### config.mk
export PLATFORM = sky130hd
export DESIGN_NAME = ma_nibble_seq
export DESIGN_NICKNAME = d
export VERILOG_FILES = /design/src/rtl/ma_nibble_seq.sv
export SDC_FILE = /design/constraint.sdc
export NUM_CORES = 1
export LEC_CHECK = 0
export CAP_MARGIN = 40
export CORE_MARGIN = 2
export CORE_UTILIZATION = 51
export CTS_CLUSTER_SIZE = 24
export DETAILED_ROUTE_END_ITERATION = 6
export PLACE_DENSITY = 0.86
export SLEW_MARGIN = 20
export SYNTH_ARGS = -nofsm -noshare
export SYNTH_HDL_FRONTEND = slang
export SYNTH_SLANG_ARGS = --single-unit
### constraint.sdc
create_clock -name clk -period 3.2 [get_ports clk]
set_input_delay 0.8 -clock clk [delete_from_list [all_inputs] [get_ports clk]]
set_output_delay 0.8 -clock clk [all_outputs]
set_load 0.02 [all_outputs]
### src/rtl/ma_nibble_seq.sv
// ma_nibble_seq
// -------------
// Sequencing controller for a WIDTH-bit unsigned add (WIDTH = 4*NIBBLES).
// It uses one shared external 4-bit ripple-carry adder slice and feeds it one
// nibble per clock, starting with the least significant nibble. This block
// holds the carry between nibbles and assembles the result. The slice itself
// stays purely combinational.
//
// Optional feature: define MA_NIBBLE_SEQ_OVF_EN to add the 'ovf' output.
// 'ovf' reports two's-complement overflow of the full-width add.
//
// Ports:
//   clk, rst           rising-edge clock; asynchronous active-high reset
//   start_valid/ready  command handshake; a, b and cin are sampled on it
//   a, b, cin          operands and carry-in (WIDTH, WIDTH, 1)
//   slice_a/b/cin      nibble operands and carry driven to the adder slice
//   slice_s/cout       combinational sum and carry returned by the slice
//   done_valid/ready   result handshake
//   sum, cout          result and final carry-out, held until consumed
//   ovf                (MA_NIBBLE_SEQ_OVF_EN only) signed overflow flag
module ma_nibble_seq #(
  parameter int NIBBLES = 4,
  localparam int WIDTH = 4 * NIBBLES
) (
  input  logic             clk,
  input  logic             rst,
  input  logic             start_valid,
  output logic             start_ready,
  input  logic [WIDTH-1:0] a,
  input  logic [WIDTH-1:0] b,
  input  logic             cin,
  output logic [3:0]       slice_a,
  output logic [3:0]       slice_b,
  output logic             slice_cin,
  input  logic [3:0]       slice_s,
  input  logic             slice_cout,
  output logic             done_valid,
  input  logic             done_ready,
  output logic [WIDTH-1:0] sum,
  output logic             cout
`ifdef MA_NIBBLE_SEQ_OVF_EN
  ,
  output logic             ovf
`endif
);

  localparam int IW = (NIBBLES > 1) ? $clog2(NIBBLES) : 1;

  typedef enum logic [1:0] {
    IDLE = 2'd0,
    RUN  = 2'd1,
    DONE = 2'd2
  } state_t;

  state_t          state;
  state_t          next_state;
  logic [IW-1:0]   idx;
  logic            carry;
  logic [WIDTH-1:0] a_reg;
  logic [WIDTH-1:0] b_reg;
  logic            last_nibble;

  assign last_nibble = (idx == IW'(NIBBLES - 1));

  // State register for the IDLE -> RUN -> DONE sequence.
  always_ff @(posedge clk or posedge rst) begin
    if (rst) begin
      state <= IDLE;
    end else begin
      state <= next_state;
    end
  end

  // Next-state and handshake decode. The slice is only driven while RUN is
  // active. At all other times it sees zeros, so its outputs have no meaning.
  always_comb begin
    next_state  = state;
    start_ready = 1'b0;
    done_valid  = 1'b0;
    slice_a     = 4'h0;
    slice_b     = 4'h0;
    slice_cin   = 1'b0;
    case (state)
      IDLE: begin
        start_ready = 1'b1;
        if (start_valid) begin
          next_state = RUN;
        end
      end
      RUN: begin
        slice_a   = a_reg[4*idx +: 4];
        slice_b   = b_reg[4*idx +: 4];
        slice_cin = carry;
        if (last_nibble) begin
          next_state = DONE;
        end
      end
      DONE: begin
        done_valid = 1'b1;
        if (done_ready) begin
          next_state = IDLE;
        end
      end
      default: begin
        next_state = IDLE;
      end
    endcase
  end

  // Datapath. Operands are captured on the command handshake. Each RUN edge
  // writes one sum nibble and moves the slice carry into the carry register.
  // On the last nibble, that carry also becomes cout. In DONE the result is
  // simply held: nothing here updates outside IDLE-accept and RUN.
  always_ff @(posedge clk or posedge rst) begin
    if (rst) begin
      a_reg <= '0;
      b_reg <= '0;
      idx   <= '0;
      carry <= 1'b0;
      sum   <= '0;
      cout  <= 1'b0;
`ifdef MA_NIBBLE_SEQ_OVF_EN
      ovf   <= 1'b0;
`endif
    end else begin
      case (state)
        IDLE: begin
          if (start_valid) begin
            a_reg <= a;
            b_reg <= b;
            carry <= cin;
            idx   <= '0;
            sum   <= '0;
          end
        end
        RUN: begin
          sum[4*idx +: 4] <= slice_s;
          carry           <= slice_cout;
          if (last_nibble) begin
            cout <= slice_cout;
`ifdef MA_NIBBLE_SEQ_OVF_EN
            // Overflow occurs when both operands have the same sign and
            // the result's sign bit (the top bit of the last nibble)
            // differs from it.
            ovf  <= (a_reg[WIDTH-1] == b_reg[WIDTH-1]) &&
                    (slice_s[3] != a_reg[WIDTH-1]);
`endif
          end else begin
            idx <= idx + IW'(1);
          end
        end
        default: begin
        end
      endcase
    end
  end

endmodule

==> out/qor.yml <==
clock_tree:
  clk-insertion-delay-late_ns: 0.30
  cts.sinks: 54
  hold_buffers: 0
  cts_buffers: 5
  ctsResizeCount: 0
  clkSlewWorstSetupHoldPaths_ns: 0.09
  root_buffer: "clkbuf_8"
  post_cts_buffers: 0
  tritoncts: "yes"
  clock_path_buffers: 2
  htree_levels: 2
die:
  die_w_microns: 73.9
  die_area_sq_um: 5470
  io_pins: 70
  coreArea_sq_um: 4720
  start_util_pct: 52.8
  die_y_microns: 73.9
  rows: 25
place:
  hpwl_microns: 3520
  place_inst: 304
  placed_area_sq_um: 3270
  port_buffers: 69
  pre_cts_ws_ns: 0.399
  routabilityCongestion: 0.754
synthesis:
  syn_nets: 219
  ys.flop_type: "dfrtp_1"
  synth_commonest_cells: "54 x dfrtp_1, 31 x mux2_2, 16 x a22o_1"
  synth.avg_cell_area_sq_um: 14.6
  synth_area_sq_um: 2490
  synth_seq_cells: 54
  synth_most_common_cell: "dfrtp_1"
  synth_top_area_cell: "dfrtp_1"
  ys_seq_area_share_pct: 54.2
  yosys_warnings: 0
  synth_edf_count: 0
  netlist.area_leader.share_pct: 54.2
  netlist_top_cells_area: "dfrtp_1 54%, mux2_2 14%, mux4_2 7.2%"
  synthArstFlopShare_pct: 100
  synthCells: 171
  ys_types: 28
global_routing:
  grt_start_max_net_pins: 55
  grt.total_usage_pct: 21.1
  grt_overflow: 0
  grt_pass1_wl_microns: 8630
  grt_pass1_vias: 1698
  antenna_found_initial: 0
timing:
  tightestPinTransition_ns: 0.524
  clock_skew_ns: 0.00681
  final_max_slew_viol_count: 0
  period_needed_ns: 2.93
  setup-tns-final_ns: 0
  relSlewSlack_pct: 65.1
  holdWs_ns: 0.497
  grt_setup_unrepaired: "false"
  hold_viol: 0
  setup_slack_ns: 0.267
  timing.final.crit_share_pct: 91.7
  max_freq_mhz: 341
  setup_viol: 0
final_layout:
  seq_area_sq_um: 1350
  areaGrowthSynthToFinish_pct: 36.7
  multiInputGateArea_sq_um: 1070
  n_antenna_cell: 0
  final_layout_size_suffix_gt1_share_pct: 24.9
  fin_cells: 312
  nFillCells: 333
  fin_area_sq_um: 3410
  nNetsFinal: 292
  fin_util_pct: 72.2
routing:
  wl_per_cell_microns: 16.0
  drcViolationCount: 0
  vias_per_cell: 5.18
  drtIter0Drc: 83
  drt-total-wl_microns: 4990
  ant_nets: 0
  vias: 1616
  dr.pass1.iters: 4
worst_setup_path:
  cp_top_family: "flip-flops"
  crit_fanout: 10
  crit_chain: "mux4_2, and2_1, clkdlybuf4s50_1"
  slowest_stage: "dfrtp_2"
  arrival_ns: 2.13
  critPathRequiredTime_ns: 2.40
  crit_type: "reg -> out"
  critPathCaptureType: "output pin"
  cpPeakStageDelay_ns: 0.57
  path_buf_inv: 1
  cp-start-kind: "flip-flop"
hold_path:
  holdCritPathClass: "reg -> reg"
power:
  powerDensity_nw_per_um2: 976
  ir_worst_vdd_mv: 0.581
  power_mw: 3.33
  leakage_nw: 1.43
outcome:
  status: "finished clean"
flow_run:
  maxCapViolations: 0
[area by class of cell]
type / count / share of cell area (%)
inverters: 5 / 0.550
clock buffers: 6 / 2.42
clock inverters: 2 / 1.76
repair buffers: 74 / 21.7
multi-input cells: 104 / 31.4
well taps: 67 / 2.46
flip-flops and latches: 54 / 39.7
[worst paths after layout]
kind | slack, ns | from | endpoint | depth (start not counted)
max reg2reg | 1.19 | idx[1] | sum[11] | 5
max | 0.27 | idx[0] | slice_a[3] | 3
min in group asynchronous | 0.84 | rst | a_reg[6] | 3
min | 0.50 | cout | cout | 1
max in group asynchronous | 2.10 | rst | idx[0] | 3
min reg2reg | 0.50 | cout | cout | 1
[cell usage in the layout, fill, tap and decap left out, types with 3 or more instances in the layout]
cell	Yosys	final
a22o_1	16	16
ha_1	6	6
nand2_1	7	7
and2_1	9	9
clkdlybuf4s50_1	0	69
inv_1	4	3
buf_4	3	4
nand2b_1	4	4
dfrtp_1	54	53
mux2_2	31	31
a21o_1	4	4
clkbuf_8	0	6
mux2_1	3	3
mux4_2	8	8
[metal layers]
metal | vias to the layer above | track usage, % | wire (microns)
met3 | 8 | 3.52 | 140
met4 | 0 | 6.87 | 88
met2 | 34 | 34.2 | 2560
met5 | - | 0 | 0
li1 | 766 | - | -
met1 | 808 | 29.3 | 2200
[power by group]
part           internal, mW  total, mW  switching [mW]  leakage [nW]
registers             0.977       1.20           0.227         0.669
clock network         0.333      0.543           0.210        0.0714
logic                 0.895       1.58           0.685         0.693
total                  2.21       3.33            1.12          1.43
[worst reg2reg max path: cells and delay by family, from the launching register on]
kind                       cells  cell delay [ns]
DFF                            1             0.68
and+or+nand+nor                2             0.47
adders and majority gates      1             0.41
AOI/OAI and AO/OA              1             0.21
buffers and inverters          1             0.19
[cell families after synthesis]
logic type / Yosys count / synth area share [%]
flip-flops: 54 / 54.2
multiplexers: 42 / 22.6
AND/OR/NAND/NOR: 32 / 9.58
AO/OA/AOI/OAI: 24 / 7.82
buffers and inverters: 13 / 2.86
adder cells (fa/ha/maj): 6 / 3.01
Note: power is estimated with default switching activity, not from simulation.
